===== src/rtl/ccc_reconfig_ctrl.sv =====
// APB sequencer that reprograms one CCC/PLL from a local register table,
// optionally verifies it, then releases the PLL reset and supervises LOCK.
module ccc_reconfig_ctrl #(
  parameter int         NUM_REGS     = 8,
  parameter logic [5:0] BASE_ADDR    = 6'h00,
  parameter int         RST_CYCLES   = 16,
  parameter int         BUSY_TIMEOUT = 255,
  parameter int         LOCK_TIMEOUT = 65535,
  parameter bit         VERIFY       = 1'b1
) (
  input  logic       PCLK,
  input  logic       PRESET_N,
  input  logic       tbl_we,
  input  logic [5:0] tbl_addr,
  input  logic [7:0] tbl_wdata,
  input  logic       start,
  output logic       busy,
  output logic       done,
  output logic [1:0] err_code,
  output logic       locked,
  output logic       lock_lost,
  output logic       PSEL,
  output logic       PENABLE,
  output logic       PWRITE,
  output logic [5:0] PADDR,
  output logic [7:0] PWDATA,
  input  logic [7:0] PRDATA,
  input  logic       BUSY,
  input  logic       LOCK,
  output logic       PLL_ARST_N
);

  localparam int MAX_A   = (RST_CYCLES > BUSY_TIMEOUT) ? RST_CYCLES : BUSY_TIMEOUT;
  localparam int MAX_CNT = (MAX_A > LOCK_TIMEOUT) ? MAX_A : LOCK_TIMEOUT;
  localparam int CW      = $clog2(MAX_CNT + 1);

  localparam logic [CW-1:0] RST_LAST   = CW'(RST_CYCLES - 1);
  localparam logic [CW-1:0] BUSY_LAST  = CW'(BUSY_TIMEOUT - 1);
  localparam logic [CW-1:0] LOCK_LAST  = CW'(LOCK_TIMEOUT - 1);
  localparam logic [5:0]    LAST_IDX   = 6'(NUM_REGS - 1);
  localparam logic [6:0]    NUM_REGS_W = 7'(NUM_REGS);

  typedef enum logic [3:0] {
    IDLE, PLL_RST, WSETUP, WACCESS, WWAIT,
    RSETUP, RACCESS, RWAIT, RELEASE, WAIT_LOCK, FINISH
  } state_t;

  state_t        state, state_nxt;
  logic [5:0]    idx, idx_nxt;
  logic [CW-1:0] cnt, cnt_nxt;
  logic [1:0]    err, err_nxt;
  logic          lock_meta, lock_sync, locked_prev;
  logic [7:0]    tbl [64];
  logic [7:0]    tbl_data;

  assign tbl_data  = tbl[idx];
  assign err_code  = err;
  assign locked    = lock_sync & PLL_ARST_N;
  assign lock_lost = locked_prev & ~locked & (state == IDLE);

  // The table survives reset; writes are blocked while a sequence owns it.
  always_ff @(posedge PCLK) begin
    if (tbl_we && !busy && !(state == IDLE && start) &&
        ({1'b0, tbl_addr} < NUM_REGS_W))
      tbl[tbl_addr] <= tbl_wdata;
  end

  always_ff @(posedge PCLK) begin
    if (!PRESET_N) begin
      state       <= IDLE;
      idx         <= '0;
      cnt         <= '0;
      err         <= '0;
      lock_meta   <= 1'b0;
      lock_sync   <= 1'b0;
      locked_prev <= 1'b0;
    end else begin
      state       <= state_nxt;
      idx         <= idx_nxt;
      cnt         <= cnt_nxt;
      err         <= err_nxt;
      lock_meta   <= LOCK;
      lock_sync   <= lock_meta;
      locked_prev <= locked;
    end
  end

  always_comb begin
    state_nxt = state;
    idx_nxt   = idx;
    cnt_nxt   = cnt;
    err_nxt   = err;
    case (state)
      IDLE: begin
        if (start) begin
          err_nxt   = '0;
          idx_nxt   = '0;
          cnt_nxt   = '0;
          state_nxt = PLL_RST;
        end
      end
      PLL_RST: begin
        if (cnt == RST_LAST) state_nxt = WSETUP;
        else                 cnt_nxt   = cnt + 1'b1;
      end
      WSETUP:  state_nxt = WACCESS;
      WACCESS: begin
        cnt_nxt   = '0;
        state_nxt = WWAIT;
      end
      WWAIT: begin
        if (!BUSY) begin
          if (idx == LAST_IDX) begin
            idx_nxt   = '0;
            state_nxt = VERIFY ? RSETUP : RELEASE;
          end else begin
            idx_nxt   = idx + 1'b1;
            state_nxt = WSETUP;
          end
        end else if (cnt == BUSY_LAST) begin
          if (err == 2'd0) err_nxt = 2'd1;
          state_nxt = RELEASE;
        end else begin
          cnt_nxt = cnt + 1'b1;
        end
      end
      RSETUP:  state_nxt = RACCESS;
      RACCESS: begin
        if (PRDATA != tbl_data && err == 2'd0) err_nxt = 2'd2;
        cnt_nxt   = '0;
        state_nxt = RWAIT;
      end
      RWAIT: begin
        if (!BUSY) begin
          if (idx == LAST_IDX) begin
            idx_nxt   = '0;
            state_nxt = RELEASE;
          end else begin
            idx_nxt   = idx + 1'b1;
            state_nxt = RSETUP;
          end
        end else if (cnt == BUSY_LAST) begin
          if (err == 2'd0) err_nxt = 2'd1;
          state_nxt = RELEASE;
        end else begin
          cnt_nxt = cnt + 1'b1;
        end
      end
      // The release cycle itself counts as the first cycle of the lock wait.
      RELEASE: begin
        cnt_nxt   = CW'(1);
        state_nxt = WAIT_LOCK;
      end
      WAIT_LOCK: begin
        if (locked) begin
          state_nxt = FINISH;
        end else if (cnt >= LOCK_LAST) begin
          if (err == 2'd0) err_nxt = 2'd3;
          state_nxt = FINISH;
        end else begin
          cnt_nxt = cnt + 1'b1;
        end
      end
      FINISH:  state_nxt = IDLE;
      default: state_nxt = IDLE;
    endcase
  end

  always_comb begin
    PSEL       = 1'b0;
    PENABLE    = 1'b0;
    PWRITE     = 1'b0;
    PADDR      = '0;
    PWDATA     = '0;
    PLL_ARST_N = 1'b1;
    busy       = 1'b1;
    done       = 1'b0;
    case (state)
      IDLE:                  busy = 1'b0;
      PLL_RST, WWAIT, RWAIT: PLL_ARST_N = 1'b0;
      WSETUP, WACCESS: begin
        PSEL       = 1'b1;
        PENABLE    = (state == WACCESS);
        PWRITE     = 1'b1;
        PADDR      = BASE_ADDR + idx;
        PWDATA     = tbl_data;
        PLL_ARST_N = 1'b0;
      end
      RSETUP, RACCESS: begin
        PSEL       = 1'b1;
        PENABLE    = (state == RACCESS);
        PADDR      = BASE_ADDR + idx;
        PLL_ARST_N = 1'b0;
      end
      FINISH: begin
        busy = 1'b0;
        done = 1'b1;
      end
      default: ;
    endcase
  end

endmodule


===== config.mk =====
export PLATFORM = sky130hd
export DESIGN_NAME = ccc_reconfig_ctrl
export DESIGN_NICKNAME = d
export VERILOG_FILES = /design/src/rtl/ccc_reconfig_ctrl.sv
export SDC_FILE = /design/constraint.sdc
export NUM_CORES = 1
export LEC_CHECK = 0
export BUFFER_PORTS_ARGS = -buffer_cell sky130_fd_sc_hd__buf_2
export CAP_MARGIN = 0
export CORE_MARGIN = 1.5
export CORE_UTILIZATION = 40
export CTS_BUF_LIST = sky130_fd_sc_hd__clkbuf_8
export CTS_CLUSTER_DIAMETER = 200
export CTS_CLUSTER_SIZE = 14
export DETAILED_ROUTE_END_ITERATION = 8
export HOLD_SLACK_MARGIN = 0.1
export SLEW_MARGIN = 5
export SYNTH_ARGS = -nofsm -noshare
export SYNTH_HDL_FRONTEND = slang
export SYNTH_SLANG_ARGS = --single-unit

===== constraint.sdc =====
create_clock -name PCLK -period 3.75 [get_ports PCLK]
set_input_delay 0.5625 -clock PCLK [delete_from_list [all_inputs] [get_ports PCLK]]
set_output_delay 0.5625 -clock PCLK [all_outputs]
set_load 0.01 [all_outputs]

==> results.md, run 1 <==
- Status: finished, final reports clean
- Htree depth: 2
- Dpl hpwl: 26.64 mm
- Vias in the first global route: 11757
- Final WL: 42.14 mm
- Vias: 11611
- Clock Tree Root: clkbuf_8
- Share of cells above drive strength 1: 15.91%
- 1st-iter DRT viols: 868
- CP required: 3.19 ns
- Nets: 1742
- Num rows: 86
- Initial antenna violation count: 1
- Multi-input logic area: 0.007211 sq mm
- CP Launch Type: flip-flop
- PwrDens: 432.6 mW/mm^2
- Switch Pwr: 0.002570 W
- EDFF count, synth: 512
- Worst-path clk slew: 0.11 ns
- Chip height: 238.2 um
- Number of fill cells: 4854
- Sw Ratio: 22.98%
- Setup Total Neg Slack: 0 ns
- Final Util: 47.12%
- Post-DP Area: 0.02492 sq mm
- Hold EP: err_code[1]
- # IOs: 52
- Skew-Pair Late Insertion Delay: 0.65 ns
- GRT Util Overall: 15.11%
- Ys async rst share: 0%
- Crit. End Element: primary output
- CTS tree: done
- Post-route ant nets: 0
- Final instance area: 0.02586 sq mm
- Power Total: 0.01119 W
- FF/Latch Area: 0.01613 sq mm
- Leakage: 9.307 nW
- Min Clock Period, post-route: 3.635 ns
- Clk pwr share: 27.0%
- Largest area contributor in the netlist: edfxtp_1
- Width of the die: 238.2 um
- Ant. Diodes: 0
- Global-route wire length before repair: 64.94 mm
- Worst r2r dst: err_code[1]
- Gpl congestion: 0.8134
- Worst Skew: 0.02567 ns
- Syn. warnings: 0
- Die Area: 0.05672 sq mm
- Worst reg2reg path depth: 10
- Top FF cell, synth: edfxtp_1
- Synth top area share: 69.51%
- DRC: 0
- CTS Sinks: 549
- Post-Syn Instances: 1174
- Vias/cell: 4.772
- Peak supply drop: 0.2012 mV
- Slew Limit Fails: 0
- Hold Crit Depth: 2
- Distinct cells, synth: 77
- Worst endpoint data arrival time: 3.07 ns
- Setup-failing EPs final: 0
- Core ar.: 0.05488 sq mm
- Min-delay src: PRESET_N
- Remaining global-route overflow: 0
- Clock buffer depth: 3
- Largest cells by area after synthesis: edfxtp_1 (70%), mux4_2 (9.2%), dfxtp_1 (3.3%), mux4_1 (2.9%), mux2i_1 (1.7%)
- Initial core utilization: 40.31%
- Pin count of the biggest net entering global routing: 65
- Comb pwr share: 7.9%
- Crit Path Category: flip-flop to primary output
- Fmax: 0.2751 GHz
- Worst slew pin tran: 1.075 ns
- Post-synthesis to final-layout area growth: 16.90%
- R2r setup slk: 0.41 ns
- Synthesized flop and latch total: 549
- 1st-pass router iterations: 4
- Routed WL per cell: 17.32 um
- Reg power frac: 65.1%
- Worst Hold Class: input pin to flip-flop
- Max_cap viols: 0
- CTS buffer count: 45
- Crit-path max FO: 31
- Final Hold Viols: 0
- Cell Int Power: 0.008616 W
- Tcrit/Tclk final: 96.94%
- Slew HR: 27.66%
- Syn Area/Cell: 18.84 sq um
- Sequential share of the synthesized area: 72.86%
- Post-Syn Area: 0.02212 sq mm
- Port-buffer cells: 51
-- cell families after synthesis --
kind of cell | synth area share (%)
AND/OR/NAND/NOR | 5.266
XOR/XNOR | 1.030
adder cells (fa/ha/maj) | 0.1697
multiplexers | 14.15
AO/OA/AOI/OAI | 4.288
other | 0.01695
buffers and inverters | 2.223
flip-flops | 72.86
-- registers in the layout (all words and copies together) (netlist names), named ones only --
| register | flops |
|---|---|
| tbl | 512 |
| err_code | 2 |
| idx | 6 |
| cnt | 16 |
| lock_meta | 1 |
| lock_sync | 1 |
| state | 4 |
| locked_prev | 1 |
-- metrics by stage --
step	setup WS, ns	instances	hold WS [ns]
4_1_cts	0.05344	2432	0.1984
3_3_place_gp	0.4419	2357	0.4243
5_1_grt	-0.005365	2433	0.2335
2_1_floorplan	1.082	1621	0.4119
3_5_place_dp	0.3701	2357	0.4196
6_report	0.1148	2433	0.2616
-- layout by cell type, fill, tap and decap left out, types with 4 or more instances in the layout --
master	netlist	final
nor2_1	55	54
clkbuf_8	0	45
conb_1	1	448
buf_12	4	6
a22oi_1	22	22
nand3_1	21	21
or3_1	4	4
mux4_2	90	90
and2_1	13	13
nand3b_1	4	4
nor2b_1	17	17
o22ai_1	4	4
a31oi_1	6	6
buf_2	20	51
a21oi_1	30	30
inv_1	16	33
xnor2_1	11	11
nand2b_1	15	15
a211oi_1	6	6
nand4_1	10	10
nor3_1	9	9
o21ai_0	16	16
dfxtp_1	37	32
xor2_1	15	15
mux2_2	9	9
o31ai_1	4	4
mux2i_1	37	36
nand2_1	44	44
mux4_1	24	24
a22o_1	4	4
edfxtp_1	512	512
dfxtp_4	0	4
nor4_1	6	5
a41oi_1	5	5
or2_2	5	5
and3_1	4	4
buf_4	12	40
-- layer usage --
layer  global-route usage [%]  vias to the layer above  part of all wire [%]
met2                    24.78                      277                    47
met3                    2.545                       67                   5.6
met4                    4.776                        2                   2.5
met5                        0                        -                 0.024
met1                    20.65                     5888                    44
li1                         -                     5377                     -
-- area by class of cell --
cell class              instances  share of cell area [%]
well taps                     704                   3.407
clock inverters                20                  0.3678
clock buffers                  45                   2.395
multi-input cells             993                   27.89
inverters                      16                  0.2323
repair buffers                106                   3.320
flip-flops and latches        549                   62.39
-- synthesized netlist by cell type, drive strengths merged, types with 5 or more instances --
library cell,count
and2,13
clkbuf,18
edfxtp,512
mux4,114
nand4,10
mux2i,37
nand3,21
nand2b,15
inv,16
o21ai,17
nor2b,17
xnor2,11
dfxtp,37
a22oi,22
a31oi,7
xor2,15
a21oi,30
or2,5
a41oi,5
a211oi,8
mux2,9
nor3,9
nand2,44
buf,45
nor4,8
nor2,55
-- worst max-delay path by stage --
stage | startpoint | to
after floorplan | flip-flop | err_code[1]
after detailed placement | flip-flop | err_code[1]
after global routing | flip-flop | PWDATA[4]
after CTS | flip-flop | PWDATA[0]
after global placement | flip-flop | err_code[1]
final | flip-flop | PWDATA[0]
-- worst max-delay path: stages (launching register included) --
cell	delay, ns
dfxtp_4	0.41
buf_12	0.26
mux4_2	0.55
a22oi_1	0.25
a21oi_1	0.14
o21bai_1	0.19
a31o_2	0.29
and2_1	0.17
buf_2	0.14
-- what timing repair did --
action / 4_1_cts / 5_1_grt
gates resized for setup: 11 / 4
hold endpoints to repair: 1 / 0
setup buffers: 7 / 1
hold buffers: 1 / 0
cloned: 2 / 0
setup endpoints to repair: 4 / 4
-- power by group through the flow --
stage	clock, W	sequential (W)	combinational [W]
after floorplan	0	0.00736	0.000614
after global placement	0	0.00741	0.000859
after detailed placement	0	0.00743	0.000870
after CTS	0.00316	0.00729	0.000878
after global routing	0.00336	0.00733	0.000989
final	0.00302	0.00728	0.000886
(Power assumes the default switching activity.)
==> run 2, diff against run 1 <==
BUFFER_PORTS_ARGS = default   (was -buffer_cell sky130_fd_sc_hd__buf_2)
DONT_BUFFER_PORTS = 1   (was default)
SETUP_SLACK_MARGIN = 0.3   (was default)
==> run 2 against run 1 <==
  * Combinational power rose by 0.8%
  * Sequential share of layout area fell by 1.2 points
  * Critical path depth did not move
  * Clock skew rose by 0.029 ns
  * Wire length rose by 4.3%
  * Global-route usage rose by 0.77 points
  * Final cell count fell by 0.66%
  * Design area rose by 2.0%
  * Clock power barely moved
  * Largest power group unchanged
==> results.md, run 2 (synthesis gave the netlist of run 1 again) <==
- RSZ-0062 raised after global routing: true
- Final Hold Viols: 0
- Global-route wire length before repair: 67.76 mm
- Worst reg2reg path depth: 13
- Initial antenna violation count: 0
- Clock Tree Root: clkbuf_8
- Crit path buf inv count: 2
- Worst r2r dst: err_code[1]
- Worst path cell trace: buf_12 -> buf_16 -> mux4_2 -> o22a_1 -> o221ai_1 -> a21oi_1 -> a311oi_2 -> nor2_4
- 1st-iter DRT viols: 843
- Tcrit/Tclk final: 91.38%
- Cell with the largest stage delay on the worst path: mux4_2
- Finished Layout Cells: 2417
- Gpl congestion: 0.8254
- Width of the die: 238.2 um
- Vias: 11578
- Ant. Diodes: 0
- DRC: 0
- Die Area: 0.05672 sq mm
- Max reg flops: 512
- Pin count of the biggest net entering global routing: 65
- Skew-Pair Late Insertion Delay: 0.66 ns
- Slew Limit Fails: 0
- PwrDens: 424.6 mW/mm^2
- Largest regs: tbl (512), cnt (16), idx (6)
- Worst slew pin tran: 0.7342 ns
- # IOs: 52
- Dpl hpwl: 26.52 mm
- Leakage: 9.368 nW
- Vias in the first global route: 11761
- Vias/cell: 4.790
- 1st-pass router iterations: 5
- CP Launch Type: flip-flop
- R2r setup slk: 0.35 ns
- Setup-failing EPs final: 0
- Chip height: 238.2 um
- Worst Skew: 0.05498 ns
- CTS buffer count: 45
- Nets: 1733
- Htree depth: 2
- Max_cap viols: 0
- Clock buffer depth: 3
- Worst Hold Class: input pin to flip-flop
- GRT Util Overall: 15.88%
- CTS tree: done
- Largest Register: tbl
- Smallest hold slack: 0.1975 ns
- Worst Setup EP: PWDATA[7]
- Critical path depth: 8
- Crit Path Category: flip-flop to primary output
- Post-route ant nets: 0
- Commonest non-fill, non-tap cell in the layout: edfxtp_1
- DP Cell Count: 2307
- Min Clock Period, post-route: 3.427 ns
- CTS Sinks: 549
- Final WL: 43.95 mm
- Crit. End Element: primary output
- Fmax: 0.2918 GHz
- CP required: 3.19 ns
- Routed WL per cell: 18.18 um
- Max stage delay on crit path: 0.50 ns
- Port-buffer cells: 0
- Crit-path max FO: 7
- Remaining global-route overflow: 0
- Post-synthesis to final-layout area growth: 19.23%
- Top Family by Delay on Critical Path: compound AO/OA/AOI/OAI gates
- Slew HR: 50.60%
- Share of cells above drive strength 1: 17.34%
- Core ar.: 0.05488 sq mm
- Num rows: 86
- Initial core utilization: 40.31%
- Worst-path clk slew: 0.11 ns
- Worst endpoint data arrival time: 2.86 ns
- Most frequent cells in the layout: edfxtp_1 (512), conb_1 (448), mux4_2 (93), buf_4 (60), nor2_1 (51)
- Peak supply drop: 0.2254 mV
- Status: finished, final reports clean
-- run 2: cell count changes in the layout (fill, tap and decap cells not counted), moves of 4 or more --
cell | previous run | this run
inv_1 | 33 | 25
buf_12 | 6 | 14
a22oi_2 | 0 | 4
buf_4 | 40 | 60
a22oi_1 | 22 | 18
buf_16 | 2 | 7
buf_2 | 51 | 0
-- run 2: layout make-up --
type	count	area (sq um)
clock buffer	47	646.9
clock inverter	11	57.56
fill	4757	28510
inverter	16	60.06
multi-input combinational	993	7408
sequential	549	16130
tap	704	880.8
timing repair buffer	97	1184
-- run 2: worst min-delay path, delay by kind of cell --
kind	cells	cell delay (ns)
AO/OA/AOI/OAI	1	0.07
AND/OR/NAND/NOR	2	0.19
-- run 2: worst min-delay path by stage --
stage                         start        end  slack, ns  cells after the start
final                         start  flip-flop       0.20                      3
after detailed placement  lock_meta  lock_sync       0.42                      1
after CTS                  PRESET_N   state[1]       0.14                      2
after global routing       PRESET_N   state[1]       0.18                      2
after global placement    lock_meta  lock_sync       0.42                      1
after floorplan           lock_meta  lock_sync       0.41                      1
-- run 2: where the power goes --
part	switching (W)	leakage, nW	internal, W
Clock	0.00187	0.393	0.00114
Sequential	0.000142	5.26	0.00715
Combinational	0.000524	3.71	0.000369
-- run 2: routing by layer --
| metal | GRT usage [%] | up-vias | routed length, um |
|---|---|---|---|
| met5 | 0 | - | 0 |
| met1 | 21.31 | 5917 | 19250 |
| met3 | 3.760 | 56 | 2556 |
| met4 | 3.586 | 0 | 790 |
| met2 | 26.32 | 244 | 21350 |
| li1 | - | 5361 | - |
-- run 2: metrics by stage --
step                instance area, sq um  setup slack (ns)  power, W   TNS, ns  utilization (%)
finish                             26370            0.3234   0.01120         0            48.06
CTS                                26080            0.2643   0.01132         0            47.52
global route                       26370            0.2148   0.01168         0            48.06
floorplan                          23800             1.082  0.007969         0                -
detailed placement                 24680          -0.02240  0.008159  -0.02240            44.98
global placement                   24680          -0.01663  0.008128  -0.01663            44.98
-- run 2: what timing repair did --
| item | CTS | global route |
|---|---|---|
| setup endpoints to repair | 10 | 10 |
| pin swaps | 4 | 14 |
| hold endpoints to repair | 521 | 0 |
| cloned | 4 | 2 |
| resized for setup | 37 | 32 |
| hold buffers | 12 | 0 |
| setup buffers | 19 | 15 |
==> run 3, diff against run 2 <==
CORE_UTILIZATION = 46   (was 40)
==> run 3 against run 2 <==
  * Design area up 0.29%
  * Critical path type unchanged
  * Combinational power down 1%
  * Hold slack worse by 0.0016 ns
  * Via count up 0.24%
  * Largest cell class unchanged
  * Largest power group unchanged
==> results.md, run 3 (synthesis gave the netlist of run 1 again) <==
- CTS Sinks: 549
- Comb pwr share: 7.9%
- FF/Latch Area: 0.01613 sq mm
- Skew-Pair Late Insertion Delay: 0.66 ns
- Min Clock Period, post-route: 3.435 ns
- Sw Ratio: 22.89%
- Remaining global-route overflow: 0
- Number of fill cells: 3876
- Dpl hpwl: 27.08 mm
- Setup-failing EPs final: 0
- Initial antenna violation count: 1
- GRT Util Overall: 18.42%
- RSZ-0062 raised after global routing: true
- Peak supply drop: 0.3181 mV
- 1st-iter DRT viols: 826
- Leakage: 9.450 nW
- Crit Path Category: flip-flop to primary output
- Gpl congestion: 0.7624
- Commonest non-fill, non-tap cell in the layout: edfxtp_1
- Hold Crit Depth: 3
- Final Hold Viols: 0
- Htree depth: 2
- Vias: 11606
- Worst Hold Class: input pin to flip-flop
- Final Util: 55.63%
- Ant. Diodes: 0
- DRC: 0
- R2r setup slk: 0.48 ns
- Largest Register: tbl
- Initial core utilization: 46.52%
- Final WL: 44.62 mm
- Core ar.: 0.04755 sq mm
- PwrDens: 422.2 mW/mm^2
- Post-route ant nets: 0
- Global-route wire length before repair: 67.96 mm
- Clock Tree Root: clkbuf_8
- Clk pwr share: 26.9%
- Share of cells above drive strength 1: 18.49%
- Max_cap viols: 0
- Pin count of the biggest net entering global routing: 65
- Width of the die: 222.3 um
- Chip height: 222.3 um
- Most frequent cells in the layout: edfxtp_1 (512), conb_1 (448), mux4_2 (94), buf_4 (60), nor2_1 (49)
- Worst Skew: 0.02931 ns
- Worst endpoint data arrival time: 2.87 ns
- Vias in the first global route: 11960
- CP Launch Type: flip-flop
- Worst-path clk slew: 0.09 ns
- Post-synthesis to final-layout area growth: 19.58%
- Fmax: 0.2911 GHz
- Status: finished, final reports clean
- Num rows: 80
- Vias/cell: 4.960
- Reg power frac: 65.2%
- Crit-path max FO: 6
- Worst slew pin tran: 0.7744 ns
- # IOs: 52
- CTS tree: done
- Cell Int Power: 0.008612 W
- Worst r2r dst: err_code[1]
- CTS buffer count: 45
- Clock buffer depth: 3
- Multi-input logic area: 0.007422 sq mm
- CP required: 3.19 ns
- Worst reg2reg path depth: 11
- Min-delay src: start
- Routed WL per cell: 19.07 um
- Largest regs: tbl (512), cnt (16), idx (6)
- Die Area: 0.04941 sq mm
- Port-buffer cells: 0
- Crit. End Element: primary output
- Tcrit/Tclk final: 91.60%
- Nets: 1746
- Setup Total Neg Slack: 0 ns
- 1st-pass router iterations: 5
- Max reg flops: 512
- Slew HR: 48.31%
- Slew Limit Fails: 0
- Switch Pwr: 0.002556 W
run 3: worst max-delay path by stage:
stage             endpoint      start  depth (start not counted)  slack (ns)
6_report         PWDATA[0]  flip-flop                          8        0.32
4_1_cts          PWDATA[0]  flip-flop                          8        0.26
2_1_floorplan  err_code[1]  flip-flop                         11        1.08
3_3_place_gp   err_code[1]  flip-flop                          9        0.25
3_5_place_dp   err_code[1]  flip-flop                          9        0.21
5_1_grt          PWDATA[0]  flip-flop                          9        0.19
run 3: power by group through the flow:
stage	registers [W]	logic, W	clock network [W]
2_1_floorplan	0.00736	0.000614	0
3_3_place_gp	0.00741	0.000712	0
3_5_place_dp	0.00743	0.000717	0
4_1_cts	0.00729	0.000860	0.00315
5_1_grt	0.00733	0.000987	0.00334
6_report	0.00728	0.000882	0.00300
run 3: cell type report:
type | count | share of cell area (%)
clock inverters | 12 | 0.2696
inverters | 16 | 0.2271
multi-input cells | 993 | 28.06
repair buffers | 110 | 5.189
clock buffers | 45 | 2.342
flip-flops and latches | 549 | 61.00
well taps | 615 | 2.909
run 3: metrics by stage:
| stage | setup WS [ns] | total power (W) | hold WS (ns) | area [sq um] | cells |
|---|---|---|---|---|---|
| 3_3_place_gp | 0.2519 | 0.008122 | 0.4187 | 24640 | 2225 |
| 3_5_place_dp | 0.2077 | 0.008152 | 0.4233 | 24640 | 2225 |
| 6_report | 0.3152 | 0.01117 | 0.1959 | 26450 | 2340 |
| 2_1_floorplan | 1.082 | 0.007969 | 0.4119 | 23800 | 1621 |
| 4_1_cts | 0.2624 | 0.01130 | 0.1305 | 26160 | 2328 |
| 5_1_grt | 0.1906 | 0.01166 | 0.1697 | 26450 | 2340 |
run 3: routing by layer:
layer / track usage (%) / vias up / part of all wire [%] / routed length (um)
met5: 0 / - / 0 / 0
met4: 6.186 / 0 / 2.8 / 1241
met3: 3.716 / 73 / 4.7 / 2105
met2: 31.55 / 233 / 51 / 22630
met1: 23.51 / 5914 / 42 / 18650
li1: - / 5386 / - / -
run 3: critical path, cell delays in order, from the launching register on:
cell,delay (ns)
dfxtp_4,0.41
buf_12,0.15
buf_8,0.11
mux4_2,0.49
mux2i_1,0.14
o21ai_1,0.08
or3b_1,0.39
a31o_4,0.27
and2_4,0.17
run 3: timing repair:
item | CTS | global route
hold buffers | 12 | 0
setup buffers | 31 | 9
setup endpoints to repair | 9 | 9
pin swaps | 14 | 15
gates cloned | 3 | 3
resized for setup | 55 | 34
endpoints found under the hold margin | 525 | 0
